<file path="src/rtl/counter_sequencer.sv">
// Sequencer that drives an external loadable up-counter through LOAD/RUN/DONE and emits terminal ticks.
// Optional saturating tick counter output enabled by defining COUNTER_SEQUENCER_TICKCNT_EN.
module counter_sequencer #(
  parameter int N = 4
) (
  input  logic         clk,
  input  logic         reset,
  input  logic         start,
  input  logic         stop,
  input  logic         mode,
  input  logic [N-1:0] period,
  input  logic [N-1:0] cnt_q,
  output logic [N-1:0] cnt_d,
  output logic         cnt_load,
  output logic         cnt_en,
  output logic         busy,
  output logic         tick,
  output logic         done,
`ifdef COUNTER_SEQUENCER_TICKCNT_EN
  output logic [7:0]   tick_cnt,
`endif
  output logic         err
);

  typedef enum logic [1:0] {S_IDLE, S_LOAD, S_RUN, S_DONE} state_t;

  localparam logic [N-1:0] ONE = {{(N-1){1'b0}}, 1'b1};

  state_t       state_q, state_d;
  logic [N-1:0] period_r_q, period_r_d;
  logic         mode_r_q, mode_r_d;
  logic         err_q, err_d;
  logic         terminal;

  // period_r is never 0 in RUN, so the N-bit subtract cannot wrap there
  assign terminal = (cnt_q == (period_r_q - ONE));

  always_comb begin
    state_d    = state_q;
    period_r_d = period_r_q;
    mode_r_d   = mode_r_q;
    err_d      = 1'b0;
    tick       = 1'b0;
    cnt_load   = 1'b0;
    cnt_en     = 1'b0;
    done       = 1'b0;
    if (stop) begin
      state_d = S_IDLE;
    end else begin
      case (state_q)
        S_IDLE: begin
          if (start) begin
            if (period != '0) begin
              period_r_d = period;
              mode_r_d   = mode;
              state_d    = S_LOAD;
            end else begin
              err_d = 1'b1;
            end
          end
        end
        S_LOAD: begin
          cnt_load = 1'b1;
          state_d  = S_RUN;
        end
        S_RUN: begin
          if (terminal) begin
            tick = 1'b1;
            if (mode_r_q) cnt_load = 1'b1;
            else          state_d  = S_DONE;
          end else begin
            cnt_en = 1'b1;
          end
        end
        S_DONE: begin
          done    = 1'b1;
          state_d = S_IDLE;
        end
        default: state_d = S_IDLE;
      endcase
    end
  end

  always_ff @(posedge clk or negedge reset) begin
    if (!reset) begin
      state_q    <= S_IDLE;
      period_r_q <= '0;
      mode_r_q   <= 1'b0;
      err_q      <= 1'b0;
    end else begin
      state_q    <= state_d;
      period_r_q <= period_r_d;
      mode_r_q   <= mode_r_d;
      err_q      <= err_d;
    end
  end

  assign cnt_d = '0;
  assign busy  = (state_q != S_IDLE);
  assign err   = err_q;

`ifdef COUNTER_SEQUENCER_TICKCNT_EN
  logic [7:0] tick_cnt_q, tick_cnt_d;
  logic       accept;

  assign accept = (state_q == S_IDLE) && start && !stop && (period != '0);

  always_comb begin
    tick_cnt_d = tick_cnt_q;
    if (accept)                           tick_cnt_d = '0;
    else if (tick && tick_cnt_q != 8'hff) tick_cnt_d = tick_cnt_q + 8'd1;
  end

  always_ff @(posedge clk or negedge reset) begin
    if (!reset) tick_cnt_q <= '0;
    else        tick_cnt_q <= tick_cnt_d;
  end

  assign tick_cnt = tick_cnt_q;
`endif

endmodule

</file>
<file path="config.mk">
export PLATFORM = sky130hd
export DESIGN_NAME = counter_sequencer
export DESIGN_NICKNAME = d
export VERILOG_FILES = /design/src/rtl/counter_sequencer.sv
export SDC_FILE = /design/constraint.sdc
export NUM_CORES = 1
export LEC_CHECK = 0
export CAP_MARGIN = 25
export CORE_ASPECT_RATIO = 1.2
export CORE_UTILIZATION = 29
export CTS_CLUSTER_DIAMETER = 100
export DETAILED_ROUTE_END_ITERATION = 6
export HOLD_SLACK_MARGIN = 0.08
export SYNTH_ARGS = -nofsm -noshare
export SYNTH_HDL_FRONTEND = slang
export SYNTH_SLANG_ARGS = --single-unit
</file>
<file path="constraint.sdc">
create_clock -name clk -period 2.6 [get_ports clk]
set_clock_uncertainty 0.1 [all_clocks]
set_input_delay 0.52 -clock clk [delete_from_list [all_inputs] [get_ports clk]]
set_output_delay 0.52 -clock clk [all_outputs]
set_load 0.01 [all_outputs]
</file>
======== After elaboration in Yosys (flattened, before gate mapping) ========
Index checks and enable logic that the tools add are counted.
W data, S select, Z words.
word-level totals
  register bits ........................... 8
  input port bits ......................... 13
  output and inout bits ................... 10
  logic and storage cells ................. 41
operators by class
  add/subtract/negate cells ............... 1
  equal/unequal tests ..................... 8
  multiplexer cells ....................... 22
  bitwise gates (word level) .............. 1
  reductions and logical operators ........ 5
operators with widths
  cell                   number
  $mux W1                15
  $ne A3 B3 Y1 const B   4
  $mux W2                5
  $pmux W2 S4            1
  $reduce_and A4 Y1      2
  $eq A2 B2 Y1 const B   2
  $eq A4 B4 Y1           1
  $reduce_bool A4 Y1     1
  $sub A4 B1 Y4 const B  1
  $eq A2 B1 Y1 const B   1
  $logic_not A2 Y1       1
  $pmux W1 S2            1
  $reduce_bool A2 Y1     1
  $not A1 Y1             1

======== Depth between registers and ports, before layout ========
Gate-level depths: netlist of the first run.
  depth after elaboration ................. 5
  gate-level depth with buffers ........... 7
  depth with buffers taken out ............ 7

======== Least setup slack after synthesis of the first run ========
No wires, ideal clock.
  kind .................................... register to output
  start ................................... reg period_r_q[0]
  end ..................................... out cnt_load
  data arrival time ....................... 1.706 ns
  required time ........................... 1.980 ns
  setup slack ............................. 0.274 ns
  stages on the path, launching flop included .. 7
  buffers on the path ..................... 0
  path through ............................ dfrtp_1 -> inv_1 -> ha_1 -> xnor2_1 -> nor4_2 -> a31oi_1 -> nor3b_1
on the way
  word-level cells in the longest chain between the ends .. 5
ends and longest elaborated chain
  item                    RTL line  source
  from (decl)             30        logic [N-1:0] period_r_q, period_r_d;
  from (signal assigned)  92        period_r_q <= period_r_d;
  $sub A4 B1 Y4           36        assign terminal = (cnt_q == (period_r_q - ONE));
  $eq A4 B4 Y1            36
  $mux W1                 67        if (terminal) begin
  $pmux W1 S2             50        case (state_q)
  $mux W1                 47        if (stop) begin
  to (decl)               14        output logic cnt_load,
No other way between the ends.

======== Worst setup path after layout of the first run ========
Same ends and word-level chain as after synthesis.

==> metrics.md, run 1 <==
| Metric | Value |
|---|---|
| Hold Path Class | in2async |
| Final setup TNS | 0 ns |
| Clock network power share | 8.9% |
| Hold Buf Count CTS | 0 |
| DRC | 0 |
| Die area | 0.00230 mm^2 |
| Root Driver | clkbuf_4 |
| Clock transition at the registers of the reported paths | 0.05 ns |
| Overflow after GRT | 0 |
| Slowest-stage cell, CP | dfrtp_1 |
| Layout area overhead | 53.1% |
| Syn Area/Cell | 9.58 um^2 |
| Clock Tree Buf Depth | 2 |
| Starting density of the core | 32.0% |
| Fin. Hold Viols | 0 |
| Vias/cell | 4.74 |
| Switching pwr | 385 uW |
| Mapped Area | 613 um^2 |
| Post-synthesis sequential area ratio | 32.7% |
| Worst setup path start | period_r_q[0] |
| Wire length per cell | 11.0 um |
| Core Area | 0.00191 mm^2 |
| Sw Ratio | 38.6% |
| Number of port buffers | 18 |
| DP Wirelength | 925 um |
| Die X | 44.0 um |
| Final WL | 1.21 mm |
| Worst Hold Slack | 0.446 ns |
| Final Cycle Share | 97.5% |
| Pwr Total | 996 uW |
| CTS tree | built |
| Internal power | 611 uW |
| First-pass GRT wire length | 1.95 mm |
| Final RePlAce weighted congestion | 0.747 |
| Synth area leaders | dfrtp_1 (33%), ha_1 (12%), xnor2_1 (8.6%), buf_4 (4.9%), a311oi_4 (4.3%) |
| Cells after DPL | 104 |
| CTS buffer count | 3 |
| Warnings, synthesis | 0 |
| Final cell count without fillers | 110 |
| Post-synth top area cell | dfrtp_1 |
| Critical path type | reg2out |
| Vias in the first global route | 487 |
| Crit path launch type | flip-flop |
| Max Freq | 394 MHz |
| Worst vdd ir | 0.000399 V |
| Global-route usage over all layers | 11.2% |
| Worst Path Arrival | 1.92 ns |
| Sequential Power Share | 24.8% |
| Vias | 521 |
| Worst-path cell chain | buf_6 > inv_2 > ha_4 > xnor2_2 > nor4_2 > buf_4 > a31oi_1 > nor3b_1 > buf_2 |
| # diodes | 0 |
| Worst skew pair latency | 0.24 ns |
| CP Capture Type | primary output |
| Largest net degree at the start of global routing | 9 |
| Max_cap viols | 0 |
| Htree depth | 1 |
| Post-route ant nets | 0 |
| Top-area cell type share of the netlist area | 32.7% |
| Pwr dens | 1060 mW/mm^2 |
| Worst path max stage delay | 0.38 ns |
| Crit Reg-Reg Startpoint | period_r_q[0] |
| Fraction of layout cells with a size suffix above 1 | 28.6% |
| Slew Viols, Final | 0 |
| Logic pwr share | 66.4% |
| Worst Reg2Reg Path Length in Cells | 9 |
| Top Family by Delay on Critical Path | buffers and inverters |
| R2r endpoint | state_q[1] |
| #FFs+latches synth | 8 |
| Minimum clock period after layout | 2.54 ns |
| Chip Height | 52.4 um |
| Status | finished, final reports clean |
| Distinct cells, synth | 24 |
| Num ports | 23 |
| Num rows | 17 |
| R2R setup slack | 0.65 ns |
| RSZ-0062 raised after global routing | yes |
| DRT iter0 DRCs | 14 |
| DR pass1 iterations | 6 |
| Worst EP required | 1.98 ns |
| Worst path bufs/invs | 4 |
| Final nets | 112 |
| P_leak | 0.000421 uW |
| CTS Sinks | 8 |
| CP max FO | 2 |
| Count of final setup violators | 0 |
| Initial antenna violation count | 0 |
| Mapped Cells | 64 |
## layer usage
layer | GRT usage [%] | vias to the layer above | wire [um]
met5 | 0 | - | 0
met4 | 4.55 | 0 | 0
met3 | 1.38 | 0 | 65
met2 | 17.7 | 21 | 592
met1 | 15.3 | 235 | 549
li1 | - | 265 | -
## power groups by stage
stage / sequential (uW) / clock [uW] / combinational [uW]
2_1_floorplan: 228 / 0 / 350
3_3_place_gp: 235 / 0 / 506
3_5_place_dp: 237 / 0 / 511
4_1_cts: 233 / 92.1 / 534
5_1_grt: 256 / 103 / 729
6_report: 247 / 88.2 / 661
## worst max path at each step
stage / endpoint / slack [ns] / depth (start not counted)
after detailed placement: cnt_load / -0.51 / 7
after CTS: cnt_load / 0.003 / 7
after global routing: cnt_load / -0.07 / 9
final: cnt_load / 0.06 / 9
after global placement: cnt_load / -0.54 / 7
after floorplan: cnt_load / 0.27 / 6
## per-stage QoR
step | area [um^2] | util [%] | worst slack (ns)
after floorplan | 624 | - | 0.274
after global placement | 832 | 43.5 | -0.536
after detailed placement | 832 | 43.5 | -0.508
after CTS | 862 | 45.0 | 0.00327
after global routing | 938 | 49.0 | -0.0746
final | 938 | 49.0 | 0.0645
## logic make-up after synthesis
group	Yosys count	share of synthesized area, %
AO/OA/AOI/OAI	9	14.5
AND/OR/NAND/NOR	22	20.4
XOR/XNOR	6	8.57
other	1	0.612
flip-flops	8	32.7
multiplexers	1	1.84
buffers and inverters	11	9.18
adder cells (fa/ha/maj)	6	12.2
## worst register-to-register path: stages (launching register included)
cell	delay (ns)
dfrtp_1	0.40
buf_6	0.13
inv_2	0.06
ha_4	0.20
xnor2_2	0.16
nor4_2	0.06
buf_4	0.14
buf_4	0.13
or4_1	0.39
o211ai_1	0.10
## synthesized netlist by cell type
| library cell | count |
|---|---|
| inv_1 | 6 |
| a31oi_1 | 1 |
| xnor2_1 | 6 |
| nor3b_1 | 2 |
| dfrtp_1 | 8 |
| a21oi_1 | 1 |
| nor4_2 | 1 |
| nor3_2 | 1 |
| o21ai_0 | 1 |
| ha_1 | 6 |
| o211ai_1 | 1 |
| conb_1 | 1 |
| mux2_2 | 1 |
| clkbuf_1 | 1 |
| or4_4 | 1 |
| a22o_1 | 3 |
| buf_4 | 4 |
| nor2_1 | 4 |
| nor3_1 | 3 |
| a211oi_2 | 1 |
| nand2_1 | 7 |
| a311oi_4 | 1 |
| nor2b_1 | 2 |
| or4_1 | 1 |
## state kept, by name (all words and copies together) (netlist names)
name	flops
mode_r_q	1
period_r_q	4
state_q	2
err	1
## layout make-up
cell class	instances	area (um^2)
Fill cell	196	976
Multi-Input combinational cell	48	424
Timing Repair Buffer	26	245
Sequential cell	8	200
Tap cell	19	23.8
Clock buffer	3	22.5
Inverter	6	22.5
## timing repair
action | CTS | global route
pin swaps | 6 | 8
endpoints found under the setup margin | 3 | 2
gates resized for setup | 10 | 13
buffers inserted | 2 | 2
## placed cells by master, fill, tap and decap left out
cell | synthesis | final
mux2_2 | 1 | 1
a22o_1 | 3 | 3
clkdlybuf4s50_1 | 0 | 13
nor2_1 | 4 | 4
a211oi_2 | 1 | 1
inv_2 | 0 | 1
clkbuf_4 | 0 | 3
o21ai_0 | 1 | 1
or4_4 | 1 | 1
clkdlybuf4s15_2 | 0 | 1
ha_1 | 6 | 5
dlygate4sd2_1 | 0 | 2
buf_6 | 0 | 3
nor3_1 | 3 | 3
a311oi_4 | 1 | 1
o211ai_1 | 1 | 1
a21oi_1 | 1 | 1
a31oi_1 | 1 | 1
conb_1 | 1 | 4
xnor2_1 | 6 | 1
buf_2 | 0 | 1
or4_1 | 1 | 1
nor4_2 | 1 | 1
xnor2_2 | 0 | 5
nor2b_1 | 2 | 2
dfrtp_1 | 8 | 8
nand2_1 | 7 | 7
nor3_4 | 0 | 1
inv_1 | 6 | 5
clkdlybuf4s15_1 | 0 | 1
ha_4 | 0 | 1
buf_4 | 4 | 5
nor3b_1 | 2 | 2
Note: power is estimated with default switching activity, not from simulation.
==> run 2, diff against run 1 <==
Settings changed: CTS_CLUSTER_DIAMETER 100 to default, SETUP_SLACK_MARGIN from default to 0.02, SKIP_LAST_GASP from default to 1.
==> run 2 against run 1 <==
Combinational power decreased by 20%. Sequential power is 5% lower. Non-clock buffer count fell by 1.
==> metrics.md, run 2 (synthesis results as in run 1) <==
| Metric | Value |
|---|---|
| Core Area | 0.00191 mm^2 |
| Largest Register | period_r_q |
| Vias/cell | 4.66 |
| Cells after DPL | 104 |
| Slew Viols, Final | 0 |
| Worst Path Arrival | 1.92 ns |
| Wire length per cell | 10.2 um |
| Final nets | 111 |
| Max FFs per register | 4 |
| Final Util | 45.0% |
| Largest net degree at the start of global routing | 9 |
| Final cell count without fillers | 109 |
| Global-route usage over all layers | 11.2% |
| Clock transition at the registers of the reported paths | 0.05 ns |
| CP max FO | 2 |
| Pwr Total | 851 uW |
| Final WL | 1.11 mm |
| Worst-path cell chain | dlygate4sd2_1 > xnor2_2 > xnor2_1 > nor4_2 > buf_4 > a31oi_1 > nor3b_1 > buf_2 |
| Count of final setup violators | 0 |
| Most frequent cells in the layout | clkdlybuf4s50_1 (12), dfrtp_1 (8), nand2_1 (7), buf_4 (7) |
| Die area | 0.00230 mm^2 |
| CTS buffer count | 3 |
| Root Driver | clkbuf_4 |
| Fillers | 204 |
| Crit Reg-Reg Startpoint | period_r_q[0] |
| Critical path type | in2out |
| DR pass1 iterations | 6 |
| Final Cycle Share | 97.9% |
| # diodes | 0 |
| Num rows | 17 |
| CTS Sinks | 8 |
| Layout area overhead | 40.6% |
| Vias | 508 |
| Clock network power share | 10.4% |
| Post-route ant nets | 0 |
| Worst setup path start | cnt_q[2] |
| Top Family by Delay on Critical Path | buffers and inverters |
| Sw Ratio | 38.9% |
| Die X | 44.0 um |
| DRC | 0 |
| Overflow after GRT | 0 |
| Vias in the first global route | 487 |
| Number of port buffers | 18 |
| Num ports | 23 |
| Status | finished, final reports clean |
| First-pass GRT wire length | 1.95 mm |
| Storage cell area | 200 um^2 |
| Switching pwr | 331 uW |
| Hold Buf Count CTS | 0 |
| Fin. Hold Viols | 0 |
| Worst EP required | 1.98 ns |
| Logic pwr share | 62.1% |
| Worst skew pair latency | 0.24 ns |
| Worst vdd ir | 0.000349 V |
| Worst Hold Launch | period_r_q[3] |
| Internal power | 520 uW |
| Pwr dens | 988 mW/mm^2 |
| Worst path bufs/invs | 3 |
| Htree depth | 1 |
| Minimum clock period after layout | 2.54 ns |
| Fraction of layout cells with a size suffix above 1 | 21.1% |
| Largest regs | period_r_q: 4 flops, state_q: 2 flops |
| Most common library cell in the layout ignoring fill and taps | clkdlybuf4s50_1 |
| DP Wirelength | 925 um |
| Initial antenna violation count | 0 |
| Hold Path Class | reg2reg |
| Clock Tree Buf Depth | 2 |
| Worst path max stage delay | 0.30 ns |
| Sequential Power Share | 27.6% |
| Crit path launch type | input port |
| Max_cap viols | 0 |
| DRT iter0 DRCs | 18 |
| RSZ-0062 raised after global routing | yes |
| CTS tree | built |
| Starting density of the core | 32.0% |
| Chip Height | 52.4 um |
| P_leak | 0.000393 uW |
| Final RePlAce weighted congestion | 0.747 |
| Slowest-stage cell, CP | nor4_2 |
| Max Freq | 393 MHz |
| CP Capture Type | primary output |
| Multi-input gate area | 375 um^2 |
run 2: through the flow:
step / setup TNS [ns] / area (um^2) / setup WS [ns] / hold WS, ns
floorplan: 0 / 624 / 0.274 / 0.124
global placement: -1.33 / 832 / -0.536 / 0.422
detailed placement: -1.26 / 832 / -0.508 / 0.425
CTS: 0 / 861 / 0.0208 / 0.445
global route: -0.0827 / 862 / -0.0827 / 0.471
finish: 0 / 862 / 0.0556 / 0.439
run 2: power groups by stage:
stage	sequential, uW	clock, uW	combinational [uW]
finish	235	88.2	528
detailed placement	237	0	511
global route	245	103	596
CTS	233	92.1	534
global placement	235	0	506
floorplan	228	0	350
run 2: what timing repair did:
item,in CTS,in global routing
endpoints found under the setup margin,3,3
gates resized for setup,11,2
setup buffers,2,0
pin swaps,7,1
run 2: metal layers:
layer / GRT usage [%] / up-vias / share of wire, %
met5: 0 / - / 0
met4: 4.55 / 0 / 0
met3: 1.38 / 0 / 5.9
met2: 17.7 / 19 / 47
met1: 15.3 / 228 / 47
li1: - / 261 / -
run 2: worst paths after layout:
kind / to / slack (ns) / cells after the start
worst max-delay path: cnt_load / 0.06 / 8
worst min-delay path: period_r_q[3] / 0.44 / 1
worst max register to register: state_q[1] / 0.64 / 9
worst min register to register: period_r_q[3] / 0.44 / 1
max in group asynchronous: state_q[1] / 1.71 / 1
min in group asynchronous: period_r_q[0] / 0.45 / 1
run 2: area by class of cell:
type                       instances  share of cell area [%]
clock buffer                       3                    2.61
inverter                           6                    2.61
multi-input combinational         48                    43.5
sequential                         8                    23.2
tap                               19                    2.76
timing repair buffer              25                    25.3
run 2: worst reg2reg max path, stage by stage (launching register included):
cell and delay (ns):
dfrtp_1 0.37, buf_4 0.14, buf_4 0.13, nor3_2 0.16, xnor2_1 0.15, nor4_2 0.06, buf_4 0.14, buf_4 0.13
or4_1 0.39, o211ai_1 0.10
==> run 3, diff against run 2 <==
Settings changed: CAP_MARGIN 25 to default, PLACE_DENSITY from default to 0.57.
==> run 3 against run 2 <==
Sequential cell count unchanged. Cell count decreased by 0.92%. Clock power increased by 7.9%. Die area unchanged. Global-route usage increased by 0.29 points. Hold slack improved by 0.0047 ns. Largest cell class unchanged.
==> metrics.md, run 3 (synthesis results as in run 1) <==
| Metric | Value |
|---|---|
| CP max FO | 3 |
| Vias in the first global route | 450 |
| CTS Sinks | 8 |
| First-pass GRT wire length | 1.94 mm |
| DRC | 0 |
| Starting density of the core | 32.0% |
| Chip Height | 52.4 um |
| DRT iter0 DRCs | 8 |
| Worst path max stage delay | 0.28 ns |
| Layout area overhead | 44.3% |
| Worst-path cell chain | dlygate4sd2_1 > xnor2_1 > xnor2_1 > nor4_2 > buf_4 > a31oi_1 > nor3b_1 > buf_2 |
| Count of final setup violators | 0 |
| Most frequent cells in the layout | clkdlybuf4s50_1 (12), dfrtp_1 (8), nand2_1 (7), buf_4 (6), ha_1 (5) |
| Worst EP required | 1.98 ns |
| Clock Tree Buf Depth | 2 |
| Num ports | 23 |
| Final Cycle Share | 96.6% |
| DR pass1 iterations | 5 |
| Vias | 525 |
| Fraction of layout cells with a size suffix above 1 | 25.8% |
| Global-route usage over all layers | 11.5% |
| Cell area after placement | 832 um^2 |
| DP Wirelength | 935 um |
| Critical path type | in2out |
| Most common library cell in the layout ignoring fill and taps | clkdlybuf4s50_1 |
| Minimum clock period after layout | 2.51 ns |
| Overflow after GRT | 0 |
| Wire length per cell | 11.2 um |
| Max FFs per register | 4 |
| Post-route ant nets | 0 |
| Status | finished, final reports clean |
| Slowest-stage cell, CP | nor4_2 |
| Most frequent CP cell | xnor2_1 |
| Largest net degree at the start of global routing | 9 |
| Die X | 44.0 um |
| Worst Path Arrival | 1.89 ns |
| Slew Viols, Final | 0 |
| Worst Hold Slack | 0.444 ns |
| Max_cap viols | 0 |
| P_leak | 0.000407 uW |
| CP Capture Type | primary output |
| Worst skew pair latency | 0.25 ns |
| Fillers | 191 |
| RSZ-0062 raised after global routing | yes |
| Final WL | 1.21 mm |
| Max Freq | 398 MHz |
| Core Area | 0.00191 mm^2 |
| Initial antenna violation count | 0 |
| Crit path launch type | input port |
| CTS tree | built |
| Largest Register | period_r_q |
| Final nets | 110 |
| Root Driver | clkbuf_4 |
| Largest regs | period_r_q: 4 flops, state_q: 2 flops |
| Hold Path Class | in2async |
| Number of port buffers | 18 |
| R2R setup slack | 0.70 ns |
| Htree depth | 1 |
| Num rows | 17 |
| Clock transition at the registers of the reported paths | 0.06 ns |
| Final RePlAce weighted congestion | 0.714 |
| Pwr dens | 1030 mW/mm^2 |
| CTS buffer count | 3 |
| Final Cell Area | 885 um^2 |
| Die area | 0.00230 mm^2 |
| # diodes | 0 |
| Worst vdd ir | 0.000492 V |
| Pwr Total | 907 uW |
| Fin. Hold Viols | 0 |
| Vias/cell | 4.86 |
-- run 3: cell count changes in the layout (fill, tap and decap cells not counted), moves of 2 or more --
cell            before  now
inv_1                6    4
inv_2                0    2
dlymetal6s2s_1       0    2
dlygate4sd2_1        4    1
-- run 3: worst max-delay path: cells and delay by family --
kind | cells | cell delay, ns
xor+xnor | 2 | 0.27
buf+inv | 3 | 0.57
simple gates | 2 | 0.46
compound gates | 1 | 0.08
-- run 3: final cells by class --
type	count	area, um^2	share of cell area [%]
Multi-Input combinational cell	48	402	45.4
Tap cell	19	23.8	2.69
Inverter	6	22.5	2.55
Sequential cell	8	200	22.6
Clock buffer	3	22.5	2.55
Timing Repair Buffer	24	214	24.2
-- run 3: worst paths after layout --
check	end	depth (start not counted)	startpoint
max	cnt_load	8	cnt_q[2]
min	period_r_q[3]	1	reset
max reg2reg	state_q[1]	8	period_r_q[1]
min reg2reg	period_r_q[3]	1	period_r_q[3]
max in group asynchronous	state_q[1]	1	reset
min in group clk	period_r_q[3]	1	period_r_q[3]
-- run 3: power breakdown --
group / switching, uW / internal [uW]
clock network: 42.3 / 52.8
registers: 59.1 / 180
logic: 260 / 312
-- run 3: stage by stage --
stage	std cells	utilization, %	setup WS [ns]	setup TNS, ns
after floorplan	67	-	0.274	0
after global placement	104	43.5	-0.534	-1.41
after detailed placement	104	43.5	-0.565	-1.42
after CTS	108	44.2	0.0129	0
after global routing	108	46.2	-0.0251	-0.0251
final	108	46.2	0.0889	0
-- run 3: per-layer routing --
layer | GRT usage [%] | up-vias | wire length [um]
li1 | - | 262 | -
met1 | 15.1 | 247 | 572
met2 | 17.4 | 14 | 578
met3 | 3.45 | 2 | 48
met4 | 4.55 | 0 | 6
met5 | 0 | - | 0
-- run 3: timing repair --
action	4_1_cts	5_1_grt
setup endpoints to repair	3	3
pin swaps	5	8
gates resized for setup	13	8
buffers inserted	1	0
hold buffers	0	0
